$ cat src/rtl/axil_cfg_sequencer.sv
// AXI-lite master that walks a parameter-defined register script (write, poll, delay, end)
// after reset or on a start pulse, reporting busy/done/error with the failing entry index.
module axil_cfg_sequencer #(
  parameter int                            DATA_WIDTH = 32,
  parameter int                            ADDR_WIDTH = 16,
  parameter int                            STRB_WIDTH = DATA_WIDTH / 8,
  parameter int                            ENTRIES    = 8,
  parameter logic [2*ENTRIES-1:0]          TABLE_OP   = '0,
  parameter logic [ADDR_WIDTH*ENTRIES-1:0] TABLE_ADDR = '0,
  parameter logic [DATA_WIDTH*ENTRIES-1:0] TABLE_DATA = '0,
  parameter logic [DATA_WIDTH*ENTRIES-1:0] TABLE_MASK = '0,
  parameter int                            POLL_LIMIT = 1024,
  parameter bit                            AUTO_START = 1'b1
) (
  input  logic                  clk,
  input  logic                  rst_n,
  input  logic                  start,
  output logic                  busy,
  output logic                  done,
  output logic                  error,
  output logic [7:0]            err_index,
  output logic [ADDR_WIDTH-1:0] m_axil_awaddr,
  output logic [2:0]            m_axil_awprot,
  output logic                  m_axil_awvalid,
  input  logic                  m_axil_awready,
  output logic [DATA_WIDTH-1:0] m_axil_wdata,
  output logic [STRB_WIDTH-1:0] m_axil_wstrb,
  output logic                  m_axil_wvalid,
  input  logic                  m_axil_wready,
  input  logic [1:0]            m_axil_bresp,
  input  logic                  m_axil_bvalid,
  output logic                  m_axil_bready,
  output logic [ADDR_WIDTH-1:0] m_axil_araddr,
  output logic [2:0]            m_axil_arprot,
  output logic                  m_axil_arvalid,
  input  logic                  m_axil_arready,
  input  logic [DATA_WIDTH-1:0] m_axil_rdata,
  input  logic [1:0]            m_axil_rresp,
  input  logic                  m_axil_rvalid,
  output logic                  m_axil_rready
);

  localparam int IW = (ENTRIES > 1) ? $clog2(ENTRIES) : 1;
  localparam logic [8:0] LAST_IDX = 9'(ENTRIES);
  localparam logic [1:0] OP_WRITE = 2'd0;
  localparam logic [1:0] OP_POLL  = 2'd1;
  localparam logic [1:0] OP_DELAY = 2'd2;
  localparam logic [DATA_WIDTH-1:0] ONE_D = DATA_WIDTH'(1);

  typedef enum logic [3:0] {
    S_IDLE    = 4'd0,
    S_FETCH   = 4'd1,
    S_WR_REQ  = 4'd2,
    S_WR_RESP = 4'd3,
    S_RD_REQ  = 4'd4,
    S_RD_RESP = 4'd5,
    S_DELAY   = 4'd6,
    S_DONE    = 4'd7,
    S_ERROR   = 4'd8
  } state_t;

  logic [1:0]            op_tab   [ENTRIES];
  logic [ADDR_WIDTH-1:0] addr_tab [ENTRIES];
  logic [DATA_WIDTH-1:0] data_tab [ENTRIES];
  logic [DATA_WIDTH-1:0] mask_tab [ENTRIES];

  for (genvar g = 0; g < ENTRIES; g++) begin : g_tab
    assign op_tab[g]   = TABLE_OP[2*g +: 2];
    assign addr_tab[g] = TABLE_ADDR[ADDR_WIDTH*g +: ADDR_WIDTH];
    assign data_tab[g] = TABLE_DATA[DATA_WIDTH*g +: DATA_WIDTH];
    assign mask_tab[g] = TABLE_MASK[DATA_WIDTH*g +: DATA_WIDTH];
  end

  state_t                state_r, state_n;
  logic [8:0]            idx_r, idx_n;
  logic [IW-1:0]         sel_s;
  logic                  first_r;
  logic                  restart_s;
  logic [DATA_WIDTH-1:0] cur_data_r, cur_data_n, cur_mask_r, cur_mask_n;
  logic [DATA_WIDTH-1:0] dly_cnt_r, dly_cnt_n;
  logic [31:0]           poll_cnt_r, poll_cnt_n;
  logic                  awvalid_r, awvalid_n, wvalid_r, wvalid_n, bready_r, bready_n;
  logic                  arvalid_r, arvalid_n, rready_r, rready_n;
  logic                  busy_r, busy_n, done_r, done_n, error_r, error_n;
  logic [7:0]            err_index_r, err_index_n;
  logic [ADDR_WIDTH-1:0] awaddr_r, awaddr_n, araddr_r, araddr_n;
  logic [DATA_WIDTH-1:0] wdata_r, wdata_n;

  assign sel_s = idx_r[IW-1:0];

  // Next-state and next-output decode
  always_comb begin
    state_n     = state_r;
    idx_n       = idx_r;
    cur_data_n  = cur_data_r;
    cur_mask_n  = cur_mask_r;
    dly_cnt_n   = dly_cnt_r;
    poll_cnt_n  = poll_cnt_r;
    awvalid_n   = awvalid_r;
    wvalid_n    = wvalid_r;
    bready_n    = bready_r;
    arvalid_n   = arvalid_r;
    rready_n    = rready_r;
    busy_n      = busy_r;
    done_n      = done_r;
    error_n     = error_r;
    err_index_n = err_index_r;
    awaddr_n    = awaddr_r;
    araddr_n    = araddr_r;
    wdata_n     = wdata_r;
    restart_s   = 1'b0;

    case (state_r)
      S_IDLE: begin
        if (first_r) begin
          restart_s = AUTO_START;
        end else begin
          restart_s = start;
        end
      end
      S_FETCH: begin
        if (idx_r == LAST_IDX) begin
          state_n = S_DONE;
          busy_n  = 1'b0;
          done_n  = 1'b1;
        end else begin
          cur_data_n = data_tab[sel_s];
          cur_mask_n = mask_tab[sel_s];
          poll_cnt_n = 32'(POLL_LIMIT);
          case (op_tab[sel_s])
            OP_WRITE: begin
              state_n   = S_WR_REQ;
              awvalid_n = 1'b1;
              wvalid_n  = 1'b1;
              awaddr_n  = addr_tab[sel_s];
              wdata_n   = data_tab[sel_s];
            end
            OP_POLL: begin
              state_n   = S_RD_REQ;
              arvalid_n = 1'b1;
              araddr_n  = addr_tab[sel_s];
            end
            OP_DELAY: begin
              state_n   = S_DELAY;
              dly_cnt_n = data_tab[sel_s];
            end
            default: begin
              state_n = S_DONE;
              busy_n  = 1'b0;
              done_n  = 1'b1;
            end
          endcase
        end
      end
      S_WR_REQ: begin
        // AW and W complete independently; leave once neither is pending
        awvalid_n = awvalid_r & ~m_axil_awready;
        wvalid_n  = wvalid_r & ~m_axil_wready;
        if (!awvalid_n && !wvalid_n) begin
          state_n  = S_WR_RESP;
          bready_n = 1'b1;
        end else begin
          state_n = S_WR_REQ;
        end
      end
      S_WR_RESP: begin
        if (m_axil_bvalid) begin
          bready_n = 1'b0;
          if (m_axil_bresp == 2'b00) begin
            state_n = S_FETCH;
            idx_n   = idx_r + 9'd1;
          end else begin
            state_n     = S_ERROR;
            busy_n      = 1'b0;
            error_n     = 1'b1;
            err_index_n = idx_r[7:0];
          end
        end else begin
          state_n = S_WR_RESP;
        end
      end
      S_RD_REQ: begin
        if (m_axil_arready) begin
          state_n   = S_RD_RESP;
          arvalid_n = 1'b0;
          rready_n  = 1'b1;
        end else begin
          state_n = S_RD_REQ;
        end
      end
      S_RD_RESP: begin
        if (m_axil_rvalid) begin
          rready_n = 1'b0;
          if (m_axil_rresp != 2'b00 ||
              (((m_axil_rdata & cur_mask_r) != (cur_data_r & cur_mask_r)) && poll_cnt_r <= 32'd1)) begin
            state_n     = S_ERROR;
            busy_n      = 1'b0;
            error_n     = 1'b1;
            err_index_n = idx_r[7:0];
          end else if ((m_axil_rdata & cur_mask_r) == (cur_data_r & cur_mask_r)) begin
            state_n = S_FETCH;
            idx_n   = idx_r + 9'd1;
          end else begin
            state_n    = S_RD_REQ;
            poll_cnt_n = poll_cnt_r - 32'd1;
            arvalid_n  = 1'b1;
          end
        end else begin
          state_n = S_RD_RESP;
        end
      end
      S_DELAY: begin
        // a zero count still costs one cycle
        if (dly_cnt_r <= ONE_D) begin
          state_n = S_FETCH;
          idx_n   = idx_r + 9'd1;
        end else begin
          dly_cnt_n = dly_cnt_r - ONE_D;
        end
      end
      S_DONE, S_ERROR: begin
        restart_s = start;
      end
      default: begin
        state_n = S_IDLE;
      end
    endcase

    if (restart_s) begin
      state_n = S_FETCH;
      idx_n   = 9'd0;
      busy_n  = 1'b1;
      done_n  = 1'b0;
      error_n = 1'b0;
    end else begin
      restart_s = 1'b0;
    end
  end

  // State and registered outputs
  always_ff @(posedge clk or negedge rst_n) begin
    if (!rst_n) begin
      state_r     <= S_IDLE;
      idx_r       <= 9'd0;
      first_r     <= 1'b1;
      cur_data_r  <= '0;
      cur_mask_r  <= '0;
      dly_cnt_r   <= '0;
      poll_cnt_r  <= 32'd0;
      awvalid_r   <= 1'b0;
      wvalid_r    <= 1'b0;
      bready_r    <= 1'b0;
      arvalid_r   <= 1'b0;
      rready_r    <= 1'b0;
      busy_r      <= 1'b0;
      done_r      <= 1'b0;
      error_r     <= 1'b0;
      err_index_r <= 8'd0;
      awaddr_r    <= '0;
      araddr_r    <= '0;
      wdata_r     <= '0;
    end else begin
      state_r     <= state_n;
      idx_r       <= idx_n;
      first_r     <= 1'b0;
      cur_data_r  <= cur_data_n;
      cur_mask_r  <= cur_mask_n;
      dly_cnt_r   <= dly_cnt_n;
      poll_cnt_r  <= poll_cnt_n;
      awvalid_r   <= awvalid_n;
      wvalid_r    <= wvalid_n;
      bready_r    <= bready_n;
      arvalid_r   <= arvalid_n;
      rready_r    <= rready_n;
      busy_r      <= busy_n;
      done_r      <= done_n;
      error_r     <= error_n;
      err_index_r <= err_index_n;
      awaddr_r    <= awaddr_n;
      araddr_r    <= araddr_n;
      wdata_r     <= wdata_n;
    end
  end

  assign busy           = busy_r;
  assign done           = done_r;
  assign error          = error_r;
  assign err_index      = err_index_r;
  assign m_axil_awaddr  = awaddr_r;
  assign m_axil_awprot  = 3'b000;
  assign m_axil_awvalid = awvalid_r;
  assign m_axil_wdata   = wdata_r;
  assign m_axil_wstrb   = {STRB_WIDTH{1'b1}};
  assign m_axil_wvalid  = wvalid_r;
  assign m_axil_bready  = bready_r;
  assign m_axil_araddr  = araddr_r;
  assign m_axil_arprot  = 3'b000;
  assign m_axil_arvalid = arvalid_r;
  assign m_axil_rready  = rready_r;

endmodule
$ cat config.mk
export PLATFORM = sky130hd
export DESIGN_NAME = axil_cfg_sequencer
export DESIGN_NICKNAME = d
export VERILOG_FILES = /design/src/rtl/axil_cfg_sequencer.sv
export SDC_FILE = /design/constraint.sdc
export NUM_CORES = 1
export LEC_CHECK = 0
export BUFFER_PORTS_ARGS = -buffer_cell sky130_fd_sc_hd__buf_2
export CORE_MARGIN = 10
export CORE_UTILIZATION = 28
export CTS_BUF_LIST = sky130_fd_sc_hd__clkbuf_16
export DETAILED_ROUTE_END_ITERATION = 6
export GPL_ROUTABILITY_DRIVEN = 0
export PLACE_DENSITY_LB_ADDON = 0.05
export SYNTH_ARGS = -nofsm -noshare
export SYNTH_HDL_FRONTEND = slang
export SYNTH_SLANG_ARGS = --single-unit
$ cat constraint.sdc
create_clock -name clk -period 3.2 [get_ports clk]
set_input_delay 0.32 -clock clk [delete_from_list [all_inputs] [get_ports clk]]
set_output_delay 0.32 -clock clk [all_outputs]
set_load 0.1 [all_outputs]
==> impl_metrics.env <==
export IMPL_status="completed"
export IMPL_fp_dieH_um=136
export IMPL_syn_to_final_growth_pct=9.78
export IMPL_p_leak_nw=2.11
export IMPL_period_minus_slack_ns=2.57
export IMPL_mostFrequentLayoutCells="conb_1 (75), dfrtp_1 (61), nand2_1 (32), buf_2 (27), xnor2_1 (18)"
export IMPL_dr_first_iter_drc_count=150
export IMPL_tightest_slew_ns=0.706
export IMPL_r2r_slack_ns=0.63
export IMPL_setup_viol_count_final=0
export IMPL_peakVddDrop_mv=0.572
export IMPL_cts_resized=0
export IMPL_fin_cells=608
export IMPL_antenna_found_initial=0
export IMPL_reg2reg_depth=6
export IMPL_crit_required_ns=3.39
export IMPL_clk_pin_slew_ns=0.05
export IMPL_slowest_stage="or4_4"
export IMPL_hold_viol=0
export IMPL_cts_root_buf="clkbuf_16"
export IMPL_ant_nets=0
export IMPL_hold_worst_slack_ns=0.239
export IMPL_wl_per_cell_um=14.2
export IMPL_drv_slew=0
export IMPL_ys_types=54
export IMPL_synthCells=389
export IMPL_antennaDiodeCount=0
export IMPL_clock_latency_ns=0.33
export IMPL_grt_overflow=0
export IMPL_grt_max_degree=40
export IMPL_dp_hpwl_mm=6.24
export IMPL_critPathLaunchType="flip-flop"
export IMPL_synth_warnings=0
export IMPL_max_cap_violations=0
export IMPL_fin_util_pct=31.2
export IMPL_drt_wl_total_mm=8.61
export IMPL_htree_num_levels=3
export IMPL_core_area_sq_mm=0.0132
export IMPL_setup_tns_ns=0
export IMPL_synth_edff_count=0
export IMPL_drive_gt1_share_pct=15.7
export IMPL_hold_end="state_r[3]$_DFFE_PN0P_"
export IMPL_route_detailed_drc=0
export IMPL_cp_arrival_ns=2.77
export IMPL_final_common_cell="conb_1"
export IMPL_numCtsBuffers=9
export IMPL_min_path_type="input pin to flip-flop"
export IMPL_grt_first_pass_wirelength_mm=14.3
export IMPL_endpoint_kind="flip-flop"
export IMPL_start_util_pct=28.4
export IMPL_path_cells="or4_4 -> nor4_1 -> a31oi_1 -> buf_4 -> o21ai_0 -> nand3_1"
export IMPL_viasPerCell=4.29
export IMPL_cts_tree="yes"
export IMPL_ys_ff_latch=62
export IMPL_post_cts_setup_buffers=0
export IMPL_hold_depth=2
export IMPL_slew_headroom_pct=52.7
export IMPL_placed_cells_incl_taps=591
export IMPL_port_buffers=27
export IMPL_worstReg2RegStart="dly_cnt_r[7]$_DFFE_PN0P_"
export IMPL_via_count=2607
export IMPL_fmax_mhz=389
export IMPL_min_period_over_period_pct=80.4
export IMPL_rows=42
export IMPL_path_max_fanout=7
export IMPL_grtUsageTotal_pct=9.66
export IMPL_clk_path_buf_depth=2
export IMPL_io_pins=134
export IMPL_p_per_area_mw_per_mm2=748
export IMPL_finClkSkew_ns=0.00942
export IMPL_min_from="start"
export IMPL_yosysSeqAreaShare_pct=41.4
export IMPL_worstSetupPathType="flip-flop to flip-flop"
export IMPL_die_w_um=136
export IMPL_timing_rr_end="state_r[2]$_DFFE_PN0P_"
export IMPL_rsz0062_at_grt="no"
export IMPL_syn_area_sq_mm=0.00375
export IMPL_die_area_sq_mm=0.0184
export IMPL_grt_pass1_vias=2719
export IMPL_max_stage_delay_ns=0.56
export IMPL_synthArstFlopShare_pct=100
export IMPL_synth_area_per_cell_sq_um=9.63
export IMPL_fin_nets=475
export IMPL_dr_pass1_iters=4
export IMPL_synth_main_ff_cell="dfrtp_1"
export IMPL_cts_sinks=62
cell usage after synthesis (all sizes together) (3+ instances only):
library cell	count	share of area (%)
a21oi	9	1.2
and3	9	1.5
buf	75	15
clkbuf	9	0.90
dfrtp	61	41
ha	4	1.3
inv	10	1.0
mux2	9	2.7
mux2i	8	2.1
nand2	32	3.2
nand2b	7	1.2
nand3	11	1.5
nand3b	4	0.80
nand4	13	2.2
nand4b	3	0.70
nor2	17	1.7
nor3	15	2.1
nor4	9	1.7
o21ai	12	1.6
or3	3	0.50
or4	3	0.80
xnor2	18	4.2
xor2	12	2.8
stage by stage:
step	setup slack [ns]	cell area, sq um	total power [mW]
after CTS	0.588	4110	3.13
after global routing	0.425	4110	3.25
final	0.627	4110	3.08
after global placement	0.604	3850	2.26
after floorplan	0.878	4020	2.11
after detailed placement	0.595	3850	2.25
power by group:
group | switching, mW | internal (mW)
sequential | 0.0903 | 0.866
clock | 0.341 | 0.505
combinational | 1.03 | 0.243
kinds of logic after synthesis:
family	count (synthesis)	synth area share [%]
buf+inv	94	17.0
compound gates	41	7.55
fa+ha+maj	4	1.34
flops	62	41.4
simple gates	139	20.6
mux	17	4.84
xor+xnor	30	7.01
other cells	2	0.200
registers in the layout (all words and copies together) (netlist names), 4 cells and up:
signal	flops
idx_r	9
dly_cnt_r	32
state_r	4
err_index	8
per-layer routing:
layer	global-route usage [%]	wire, um
met1	11.0	3710
met2	16.0	4120
met3	3.60	625
met4	3.95	141
met5	0	0
timing repair:
| item | 4_1_cts | 5_1_grt |
|---|---|---|
| hold buffers | 1 | 0 |
| hold endpoints to repair | 2 | 0 |
| endpoints found under the setup margin | 0 | 0 |
cell type report:
type	instances	area, sq um
fillers	1421	9080
multi-input cells	306	1830
flip-flops and latches	62	1550
clock buffers	9	225
repair buffers	38	220
well taps	176	220
inverters	10	37.5
clock inverters	7	27.5
critical path, delay by kind of cell (launching register included):
family / cells / cell delay (ns)
and+or+nand+nor: 3 / 1.17
AOI/OAI and AO/OA: 2 / 0.59
buffers and inverters: 1 / 0.28
DFF: 1 / 0.40
worst max-delay path by stage:
| stage | endpoint | cells after the start | from | slack (ns) |
|---|---|---|---|---|
| 3_3_place_gp | idx_r[1]$_DFFE_PN0P_ | 5 | dly_cnt_r[8]$_DFFE_PN0P_ | 0.60 |
| 6_report | state_r[2]$_DFFE_PN0P_ | 6 | dly_cnt_r[7]$_DFFE_PN0P_ | 0.63 |
| 5_1_grt | state_r[2]$_DFFE_PN0P_ | 6 | dly_cnt_r[8]$_DFFE_PN0P_ | 0.42 |
| 2_1_floorplan | idx_r[4]$_DFFE_PN0P_ | 6 | dly_cnt_r[8]$_DFFE_PN0P_ | 0.88 |
| 4_1_cts | idx_r[1]$_DFFE_PN0P_ | 5 | dly_cnt_r[8]$_DFFE_PN0P_ | 0.59 |
| 3_5_place_dp | idx_r[1]$_DFFE_PN0P_ | 5 | dly_cnt_r[7]$_DFFE_PN0P_ | 0.59 |
No activity file was read; power rests on OpenSTA's default activity.
